## src/rtl/riscv_pkg.sv

```systemverilog
// riscv_pkg: shared opcode, control encodings and ID/EX register layout
package riscv_pkg;

   localparam logic [6:0] OP_R      = 7'b0110011;
   localparam logic [6:0] OP_I      = 7'b0010011;
   localparam logic [6:0] OP_LOAD   = 7'b0000011;
   localparam logic [6:0] OP_STORE  = 7'b0100011;
   localparam logic [6:0] OP_BRANCH = 7'b1100011;
   localparam logic [6:0] OP_JAL    = 7'b1101111;
   localparam logic [6:0] OP_JALR   = 7'b1100111;
   localparam logic [6:0] OP_LUI    = 7'b0110111;
   localparam logic [6:0] OP_AUIPC  = 7'b0010111;

   localparam logic [1:0] ALU_OP_ADD = 2'b00;
   localparam logic [1:0] ALU_OP_BR  = 2'b01;
   localparam logic [1:0] ALU_OP_R   = 2'b10;
   localparam logic [1:0] ALU_OP_I   = 2'b11;

   localparam logic [1:0] WB_SEL_ALU = 2'b00;
   localparam logic [1:0] WB_SEL_MEM = 2'b01;
   localparam logic [1:0] WB_SEL_PC4 = 2'b10;

   localparam logic [1:0] SRC_A_RS1  = 2'b00;
   localparam logic [1:0] SRC_A_PC   = 2'b01;
   localparam logic [1:0] SRC_A_ZERO = 2'b10;

   typedef struct packed {
      logic       reg_write;
      logic       mem_read;
      logic       mem_write;
      logic       branch;
      logic       jal;
      logic       jalr;
      logic       alu_src_b;
      logic [1:0] alu_src_a;
      logic [1:0] alu_op;
      logic [1:0] wb_sel;
      logic       illegal;
   } ctrl_t;

   localparam ctrl_t CTRL_BUBBLE = '0;

   typedef struct packed {
      logic [31:0] rs1_data;
      logic [31:0] rs2_data;
      logic [31:0] imm;
      logic [31:0] pc;
      logic [31:0] pc_incr4;
      logic [4:0]  rs1;
      logic [4:0]  rs2;
      logic [4:0]  rd;
      logic [2:0]  funct3;
      logic        funct7b5;
      ctrl_t       ctrl;
   } idex_t;

   localparam idex_t IDEX_BUBBLE = '0;

endpackage

```

## src/rtl/reg_file.sv

```systemverilog
// reg_file: 2-read 1-write integer register file, x0 zero, write-through bypass
module reg_file #(
   parameter int XLEN = 32,
   parameter int NREG = 32
) (
   input  logic                    clk,
   input  logic                    rst,
   input  logic [$clog2(NREG)-1:0] rs1,
   input  logic [$clog2(NREG)-1:0] rs2,
   input  logic                    wb_en,
   input  logic [$clog2(NREG)-1:0] wb_rd,
   input  logic [XLEN-1:0]         wb_data,
   output logic [XLEN-1:0]         rs1_data,
   output logic [XLEN-1:0]         rs2_data
);

   logic [XLEN-1:0] regs [NREG];

   // store WB results; x0 is never written so it stays zero
   always_ff @(posedge clk or negedge rst)
      if (!rst) regs <= '{default: '0};
      else if (wb_en && wb_rd != '0) regs[wb_rd] <= wb_data;

   assign rs1_data = (rs1 == '0) ? '0 : (wb_en && wb_rd == rs1) ? wb_data : regs[rs1];
   assign rs2_data = (rs2 == '0) ? '0 : (wb_en && wb_rd == rs2) ? wb_data : regs[rs2];

endmodule

```

## src/rtl/decode_stage.sv

```systemverilog
// decode_stage: ID stage with register file, decode, load-use stall and ID/EX register
module decode_stage
   import riscv_pkg::*;
#(
   parameter int XLEN = 32,
   parameter int NREG = 32
) (
   input  logic            clk,
   input  logic            rst,
   input  logic [31:0]     inst_in,
   input  logic [XLEN-1:0] pc_in,
   input  logic [XLEN-1:0] pc_incr4_in,
   input  logic            flush,
   input  logic            wb_en,
   input  logic [4:0]      wb_rd,
   input  logic [XLEN-1:0] wb_data,
   input  logic            ex_mem_read,
   input  logic [4:0]      ex_rd,
   output logic            stall,
   output logic [XLEN-1:0] rs1_data_out,
   output logic [XLEN-1:0] rs2_data_out,
   output logic [XLEN-1:0] imm_out,
   output logic [XLEN-1:0] pc_out,
   output logic [XLEN-1:0] pc_incr4_out,
   output logic [4:0]      rs1_out,
   output logic [4:0]      rs2_out,
   output logic [4:0]      rd_out,
   output logic [2:0]      funct3_out,
   output logic            funct7b5_out,
   output logic            reg_write_out,
   output logic            mem_read_out,
   output logic            mem_write_out,
   output logic            branch_out,
   output logic            jal_out,
   output logic            jalr_out,
   output logic            alu_src_b_out,
   output logic [1:0]      alu_src_a_out,
   output logic [1:0]      alu_op_out,
   output logic [1:0]      wb_sel_out,
   output logic            illegal_out
);

   logic [6:0]      opcode;
   logic [4:0]      rs1, rs2, rd;
   logic [XLEN-1:0] rs1_data, rs2_data;
   logic [31:0]     imm, imm_i, imm_s, imm_b, imm_j, imm_u;
   logic            use_rs1, use_rs2;
   ctrl_t           c;
   idex_t           dec, q;

   assign opcode = inst_in[6:0];
   assign rd     = inst_in[11:7];
   assign rs1    = inst_in[19:15];
   assign rs2    = inst_in[24:20];

   assign imm_i = {{20{inst_in[31]}}, inst_in[31:20]};
   assign imm_s = {{20{inst_in[31]}}, inst_in[31:25], inst_in[11:7]};
   assign imm_b = {{19{inst_in[31]}}, inst_in[31], inst_in[7], inst_in[30:25], inst_in[11:8], 1'b0};
   assign imm_j = {{11{inst_in[31]}}, inst_in[31], inst_in[19:12], inst_in[20], inst_in[30:21], 1'b0};
   assign imm_u = {inst_in[31:12], 12'b0};

   reg_file #(.XLEN(XLEN), .NREG(NREG)) u_rf (
      .clk      (clk),
      .rst      (rst),
      .rs1      (rs1),
      .rs2      (rs2),
      .wb_en    (wb_en),
      .wb_rd    (wb_rd),
      .wb_data  (wb_data),
      .rs1_data (rs1_data),
      .rs2_data (rs2_data)
   );

   // opcode decode: controls, immediate select and which source registers are real
   always_comb begin
      c       = CTRL_BUBBLE;
      imm     = '0;
      use_rs1 = 1'b1;
      use_rs2 = 1'b0;
      case (opcode)
         OP_R: begin
            c.reg_write = 1'b1; c.alu_op = ALU_OP_R; use_rs2 = 1'b1;
         end
         OP_I: begin
            c.reg_write = 1'b1; c.alu_op = ALU_OP_I; c.alu_src_b = 1'b1; imm = imm_i;
         end
         OP_LOAD: begin
            c.reg_write = 1'b1; c.mem_read = 1'b1; c.alu_src_b = 1'b1; c.wb_sel = WB_SEL_MEM; imm = imm_i;
         end
         OP_STORE: begin
            c.mem_write = 1'b1; c.alu_src_b = 1'b1; imm = imm_s; use_rs2 = 1'b1;
         end
         OP_BRANCH: begin
            c.branch = 1'b1; c.alu_op = ALU_OP_BR; imm = imm_b; use_rs2 = 1'b1;
         end
         OP_JAL: begin
            c.reg_write = 1'b1; c.jal = 1'b1; c.alu_src_a = SRC_A_PC; c.alu_src_b = 1'b1;
            c.wb_sel = WB_SEL_PC4; imm = imm_j; use_rs1 = 1'b0;
         end
         OP_JALR: begin
            c.reg_write = 1'b1; c.jalr = 1'b1; c.alu_src_b = 1'b1; c.wb_sel = WB_SEL_PC4; imm = imm_i;
         end
         OP_LUI: begin
            c.reg_write = 1'b1; c.alu_src_a = SRC_A_ZERO; c.alu_src_b = 1'b1; imm = imm_u; use_rs1 = 1'b0;
         end
         OP_AUIPC: begin
            c.reg_write = 1'b1; c.alu_src_a = SRC_A_PC; c.alu_src_b = 1'b1; imm = imm_u; use_rs1 = 1'b0;
         end
         default: begin
            c.illegal = 1'b1; use_rs1 = 1'b0;
         end
      endcase
   end

   assign stall = ex_mem_read && ex_rd != '0 &&
                  ((use_rs1 && ex_rd == rs1) || (use_rs2 && ex_rd == rs2));

   assign dec = {rs1_data, rs2_data, imm, pc_in, pc_incr4_in, rs1, rs2, rd,
                 inst_in[14:12], inst_in[30], c};

   // ID/EX register: bubble on flush or load-use stall, otherwise take decoded values
   always_ff @(posedge clk or negedge rst)
      if (!rst) q <= IDEX_BUBBLE;
      else q <= (flush || stall) ? IDEX_BUBBLE : dec;

   assign {rs1_data_out, rs2_data_out, imm_out, pc_out, pc_incr4_out, rs1_out, rs2_out, rd_out,
           funct3_out, funct7b5_out, reg_write_out, mem_read_out, mem_write_out, branch_out,
           jal_out, jalr_out, alu_src_b_out, alu_src_a_out, alu_op_out, wb_sel_out, illegal_out} = q;

endmodule

```

## config.mk

```make
export PLATFORM = sky130hd
export DESIGN_NAME = decode_stage
export DESIGN_NICKNAME = d
export VERILOG_FILES = /design/src/rtl/riscv_pkg.sv /design/src/rtl/reg_file.sv /design/src/rtl/decode_stage.sv
export SDC_FILE = /design/constraint.sdc
export NUM_CORES = 2
export LEC_CHECK = 0
export BUFFER_PORTS_ARGS = -buffer_cell sky130_fd_sc_hd__buf_4
export CAP_MARGIN = 20
export CORE_UTILIZATION = 60
export DETAILED_ROUTE_END_ITERATION = 10
export PLACE_DENSITY = 0.81
export SLEW_MARGIN = 20
export SYNTH_ARGS = -nofsm -noshare
export SYNTH_HDL_FRONTEND = slang
export SYNTH_SLANG_ARGS = --single-unit
```

## constraint.sdc

```tcl
create_clock -name clk -period 2.1 [get_ports clk]
set_clock_uncertainty 0.2 [all_clocks]
set_input_delay 0.105 -clock clk [delete_from_list [all_inputs] [get_ports clk]]
set_output_delay 0.105 -clock clk [all_outputs]
set_load 0.05 [all_outputs]
```

Yosys cells after proc, flatten, opt, wreduce, memory -nomap -nowiden
Index checks and enable logic that the tools add are counted.
{ "word_totals": {"regBits": 1217, "wordCells": 124, "output_inout_bits": 194, "ramBits": 0, "n_memories": 0, "latch_bits": 0, "input_bits": 143, "mem_bits_ro": 0} }
{ "classes": {"n_addsub": 0, "n_reduce_logical": 23, "mul": 0, "eq_ne": 13, "shifts": 0, "muxes": 28, "div_mod_pow": 0, "n_bitwise": 3, "order_cmp": 4} }
{ "ops": {"columns": ["op", "count"], "rows": [
  ["$bwmux 1024", 1],
  ["$bmux 32 s5", 2],
  ["$mux 32", 9],
  ["$mux 193", 1],
  ["$demux 32 s5", 1],
  ["$pmux 32 s5", 1],
  ["$eq 7x6->1 const B", 3],
  ["$eq 7x7->1 const B", 3],
  ["$eq 5x5->1", 4],
  ["$ge 6x6->1 const B", 3],
  ["$not 5->6", 3],
  ["$eq 7x5->1 const B", 2],
  ["$reduce_or 7->1", 2],
  ["$logic_not 5->1", 2],
  ["$mux 1", 10],
  ["$reduce_bool 5->1", 2],
  ["$reduce_or 9->1", 1],
  ["$logic_and 1x1->1", 8],
  ["$pmux 2 s2", 2],
  ["$eq 7x2->1 const B", 1],
  ["$lt 6x1->1 const B", 1],
  ["$pmux 2 s3", 1],
  ["$reduce_or 2->1", 3],
  ["$reduce_or 3->1", 2],
  ["other kinds (2)", 3]
]} }

Logic depth before layout (Yosys ltp)
{ "depth": {"ltp_word": 8, "depth_mapped": 11, "ltp_nobuf": 6} }

By module
From an unflattened synthesis, not the netlist that was laid out.
{ "unflattened": {"cells_unflattened": 4346, "area_unflattened_um2": 61846.8} }
{ "by_module_without_submodules": {"columns": ["module", "seq_area_each_um2", "cells_each", "n_inst", "area_each_um2"], "rows": [
  ["reg_file", 25624.6, 3815, 1, 54826.3],
  ["decode_stage", 4804.6, 531, 1, 7020.5]
]} }

Worst setup path before layout
OpenSTA, ideal clock, no wires.
{ "synth_timing": {"kind": "input-to-reg", "start": "input inst_in[16]", "end": "register q, in the netlist rs1_data_out[12]", "arrival_ns": 1.841, "t_required_ns": 1.764, "n_path_buf": 3, "setup_time_ns": 0.136, "stages": 7, "path_slack_ns": -0.077, "path_cell_list": "buf_2 > buf_2 > buf_1 > mux4_2 > mux4_2 > a211oi_1 > nor3_1"} }
{ "synth_via": {"elab_chain_cells": 7, "elab_cells_between_ends": 15, "cone_classes": "eq/ne (2); mux (6); bitwise (1); reduce/logical (6)"} }
{ "synth_lines": {"columns": ["item", "line_no", "text"], "rows": [
  ["from (decl)", "decode_stage.sv:10", "input logic [31:0] inst_in,"],
  ["$not 5->6 (not written as such)", "reg_file.sv:24", "assign rs1_data = (rs1 == '0) ? '0 : (wb_en && wb_rd == rs1) ? wb_data : regs[rs1];"],
  ["$bmux 32 s5", "reg_file.sv:24", null],
  ["$mux 32 (not written as such) (2 in series)", "reg_file.sv:24", null],
  ["$mux 32 (2 in series)", "reg_file.sv:24", null],
  ["$mux 193 (*)", "decode_stage.sv:124", "else q <= (flush || stall) ? IDEX_BUBBLE : dec;"],
  ["to (signal assigned)", "decode_stage.sv:124", null],
  ["to (decl)", "decode_stage.sv:49", "idex_t dec, q;"]
]} }
Every way passes the cells marked *; elsewhere a longest branch is shown, timed or not. The select of a mux whose other input is x is not followed.
A chain may end at the register's enable or synchronous reset.

Worst setup path in the final report
{ "layout_timing": {"start": "input ex_rd[1]", "end": "register q, in the netlist funct3_out[0]"} }
{ "layout_via": {"elab_chain_cells": 6, "elab_cells_between_ends": 10, "cone_classes": "eq/ne (2); mux (1); reduce/logical (7)"} }
{ "layout_lines": {"columns": ["item", "line_no", "text"], "rows": [
  ["from (decl)", "decode_stage.sv:18", "input logic [4:0] ex_rd,"],
  ["$eq 5x5->1", "decode_stage.sv:116", "((use_rs1 && ex_rd == rs1) || (use_rs2 && ex_rd == rs2));"],
  ["$logic_and 1x1->1", "decode_stage.sv:116", null],
  ["$logic_or 1x1->1", "decode_stage.sv:116", null],
  ["$logic_and 1x1->1 (*)", "decode_stage.sv:115", "assign stall = ex_mem_read && ex_rd != '0 &&"],
  ["$logic_or 1x1->1 (*)", "decode_stage.sv:124", null],
  ["$mux 193 (*)", "decode_stage.sv:124", null]
]} }
Every way passes the cells marked *; elsewhere a longest branch is shown, timed or not.

==> run_results.csv <==
group,metric,value,unit
min_path,min_from,"inst_in[27]",
synth,ys_seq_area_share,49.96,%
clock_network,clock_path_buffers,3,
flow_run,cap_violations,0,
sta,max_freq,0.4635,GHz
power,ir_drop,0.8828,mV
cells_and_area,fin_cells,6205,
synth,ys_warn_count,0,
power,powerDensity,901.0,nW/um^2
sta,fin_hold_ws,0.009457,ns
outcome,violations,"setup timing",
cells_and_area,drive_above_1_share,54.12,%
drt,drt_wl_total,205900,um
synth,netlist_area,60900,um^2
outcome,status,"complete, but fails checks",
setup_path,slowest_stage,"dlygate4sd3_1",
global_route,grt_pass1_vias,46292,
synth,syn_avg_cell_area,15.22,um^2
cells_and_area,n_fill_cell,5538,
setup_path,crit_start,"ex_rd[1]",
synth,synth-seq-cells,1216,
synth,yosysUniqueCellTypes,49,
global_route,groute.usage.overall,40.34,%
sta,worstMarginPinSlew,0.8417,ns
setup_path,criticalPathCategory,"primary input to register",
synth,synth_edf_count,0,
clock_network,clk_latency,0.72,ns
drt,vias,43892,
floorplan,die_w,320.6,um
floorplan,die_h,320.6,um
floorplan,initial_core_util,60.73,%
placed_design,port_buffers,336,
sta,final_hold_viol_count,0,
sta,fin_ws,-0.05762,ns
clock_network,cts_buffers,121,
clock_network,cts.sinks,1216,
clock_network,root_buffer,"clkbuf_16",
clock_network,h-tree-depth,3,
floorplan,io_pins,337,
setup_path,start_kind,"primary input",
drt,ant_nets,0,
sta,slew_headroom,43.82,%
drt,first_pass_iters,7,
setup_path,critPathMaxFanout,73,
placed_design,dp_hpwl,124100,um
clock_network,clk_pin_slew,0.07,ns
setup_path,r2r-start,"u_rf.regs[903]$_DFFE_PN0P_",
setup_path,path_buf_inv,5,
placed_design,placed_cells,5679,
floorplan,rows,116,
min_path,hp-class,"primary input to register",
cells_and_area,area_growth,25.03,%
global_route,grt_pass1_wl,303300,um
setup_path,cp.required,2.52,ns
drt,drt-initial-drc-count,4970,
setup_path,worstPathCellList,"buf_4 > or4_1 > o21ai_2 > inv_2 > a31oi_4 > buf_6 > buf_16 > and3_1 > dlygate4sd3_1",
drt,via_per_inst,7.074,
setup_path,max_stage_delay,0.70,ns
synth,async_flop_share,100.0,%
sta,rsz0062_at_grt,"true",
sta,fin_crit,2.158,ns
synth,synthCells,4002,
power,leakagePower,0.03406,uW
setup_path,cp-end-kind,"register",
setup_path,cpLargestDelayFamily,"buffers and inverters",
global_route,grt_max_degree,108,
synth,syn-num-nets,4145,
drt,wire_per_inst,33.18,um
setup_path,cp.arrival,2.57,ns
sta,fin_crit_sh,102.7,%
cells_and_area,nNetsFinal,4886,
placed_design,gp_congestion,0.8966,
sta,slew_violations,0,
synth,synth_ff_type,"dfrtp_1",
floorplan,die_area,102800,um^2
global_route,grt_overflow,0,
floorplan,design.core.area,100300,um^2
clock_network,tritoncts,"done",
global_route,antenna_found_initial,5,
placed_design,pre_cts_ws,-0.3841,ns
sta,setup_viol,7,
drt,drc_errors,0,
stage by stage:
| stage | area, um^2 | TNS, ns | power (uW) | util (%) |
|---|---|---|---|---|
| after floorplan | 60940 | -0.4969 | 39480 | - |
| after global placement | 68570 | -38.67 | 43700 | 68.37 |
| after detailed placement | 68570 | -40.32 | 44540 | 68.37 |
| after CTS | 75860 | -0.06607 | 68050 | 75.64 |
| after global routing | 76140 | -0.4528 | 70710 | 75.92 |
| final | 76140 | -0.1495 | 68610 | 75.92 |
flip-flops by register name, summed over array words and instances, names as in the netlist, 5 cells and up:
| register | count |
|---|---|
| rs2_data_out | 32 |
| rs2_out | 5 |
| rd_out | 5 |
| rs1_data_out | 32 |
| u_rf.regs | 1024 |
| rs1_out | 5 |
| pc_out | 32 |
| imm_out | 32 |
| pc_incr4_out | 32 |
tightest hold or removal path: cells and delay by family:
kind | cells | cell delay, ns
and+or+nand+nor | 1 | 0.14
buffers and inverters | 2 | 0.65
final timing paths:
check | to | slack [ns] | cells after the start
hold / removal | imm_out[7]$_DFF_PN0_ | 0.009 | 3
max in group asynchronous | u_rf.regs[934]$_DFFE_PN0P_ | 0.44 | 4
min in group asynchronous | pc_out[9]$_DFF_PN0_ | 0.25 | 3
setup / recovery | funct3_out[0]$_DFF_PN0_ | -0.06 | 9
setup reg to reg | rs2_data_out[7]$_DFF_PN0_ | -0.04 | 5
hold reg to reg | u_rf.regs[1019]$_DFFE_PN0P_ | 0.20 | 0
cell usage in the layout (no fill, tap or decap), types with 22 or more instances in the layout:
cell type      count
dfrtp_1         1216
mux2_2           993
buf_4            620
mux4_2           541
dlygate4sd3_1    292
buf_12           148
clkbuf_16        128
and3_1           102
a22oi_1           85
mux2i_1           78
nor2_1            62
nand2_1           54
a21oi_1           40
clkbuf_8          35
o22ai_1           34
nor3_1            33
nand4_1           32
o21ai_0           25
o21ai_1           25
nor4_1            22
power breakdown:
part	internal (uW)	switching (uW)
clock	13700	9610
sequential	27400	3250
combinational	8590	6050
total	49700	18900
per-layer routing:
metal	share of wire [%]	vias to the layer above	global-route usage, %
met3	11	943	10.22
met5	0.020	-	0.1418
met2	46	3122	61.95
met4	7.9	6	27.33
met1	35	22949	50.93
li1	-	16872	-
cell usage after synthesis, types with 2 or more instances:
cell type  number  share of area (%)
xnor2_1         8               0.12
and2_1          3              0.031
a22oi_1        85                1.0
o211ai_1       16               0.20
o21ai_1        31               0.25
o22ai_1        36               0.37
nor3b_1         2              0.025
a21oi_1        42               0.35
dfrtp_1      1216                 50
nor3_1         38               0.31
or2_2           3              0.031
clkbuf_1      274                1.7
or3_1           4              0.041
buf_4          21               0.26
o21ai_0        25               0.21
or4_1           2              0.025
inv_1           2              0.012
nand4_1        32               0.33
nand3_1        10              0.082
mux2_1          9               0.17
mux2_2        993                 18
a221oi_1       11               0.16
nand2b_1       10               0.10
mux4_2        541                 20
nand2_1        68               0.42
xor2_1         12               0.17
nor2b_1        10               0.10
nand3b_1        2              0.025
nand4b_1        3              0.043
inv_2           2              0.012
buf_2          95               0.78
nor4_2         10               0.21
a211oi_1       18               0.22
o21ai_2         2              0.029
buf_1          59               0.36
buf_6          13               0.24
mux2i_1        80                1.3
nor4_1         25               0.26
and3_1        103                1.1
nor2_1         77               0.47
layout make-up:
class,count,area (um^2),area share [%]
flip-flops and latches,1216,30430,39.96
multi-input cells,2320,28880,37.93
repair buffers,1080,10830,14.22
clock buffers,181,3731,4.900
well taps,1357,1698,2.230
clock inverters,44,553.0,0.7263
inverters,4,17.52,0.02300
diodes,3,7.507,0.009859
kinds of logic after synthesis:
| family | count (synthesis) | share of synthesized area (%) |
|---|---|---|
| xor gates and xnor gates | 20 | 0.2876 |
| muxes | 1623 | 39.85 |
| AOI/OAI and AO/OA | 273 | 2.954 |
| and+or+nand+nor | 404 | 3.589 |
| buffers and inverters | 466 | 3.357 |
| DFF | 1216 | 49.96 |
timing repair:
action / in CTS / in global routing
cloned: 0 / 1
setup endpoints to repair: 6 / 88
pin swaps: 2 / 4
resized for setup: 8 / 53
setup buffers: 0 / 2
hold endpoints to repair: 2400 / 0
hold buffers: 296 / 0
(Power assumes the default switching activity.)
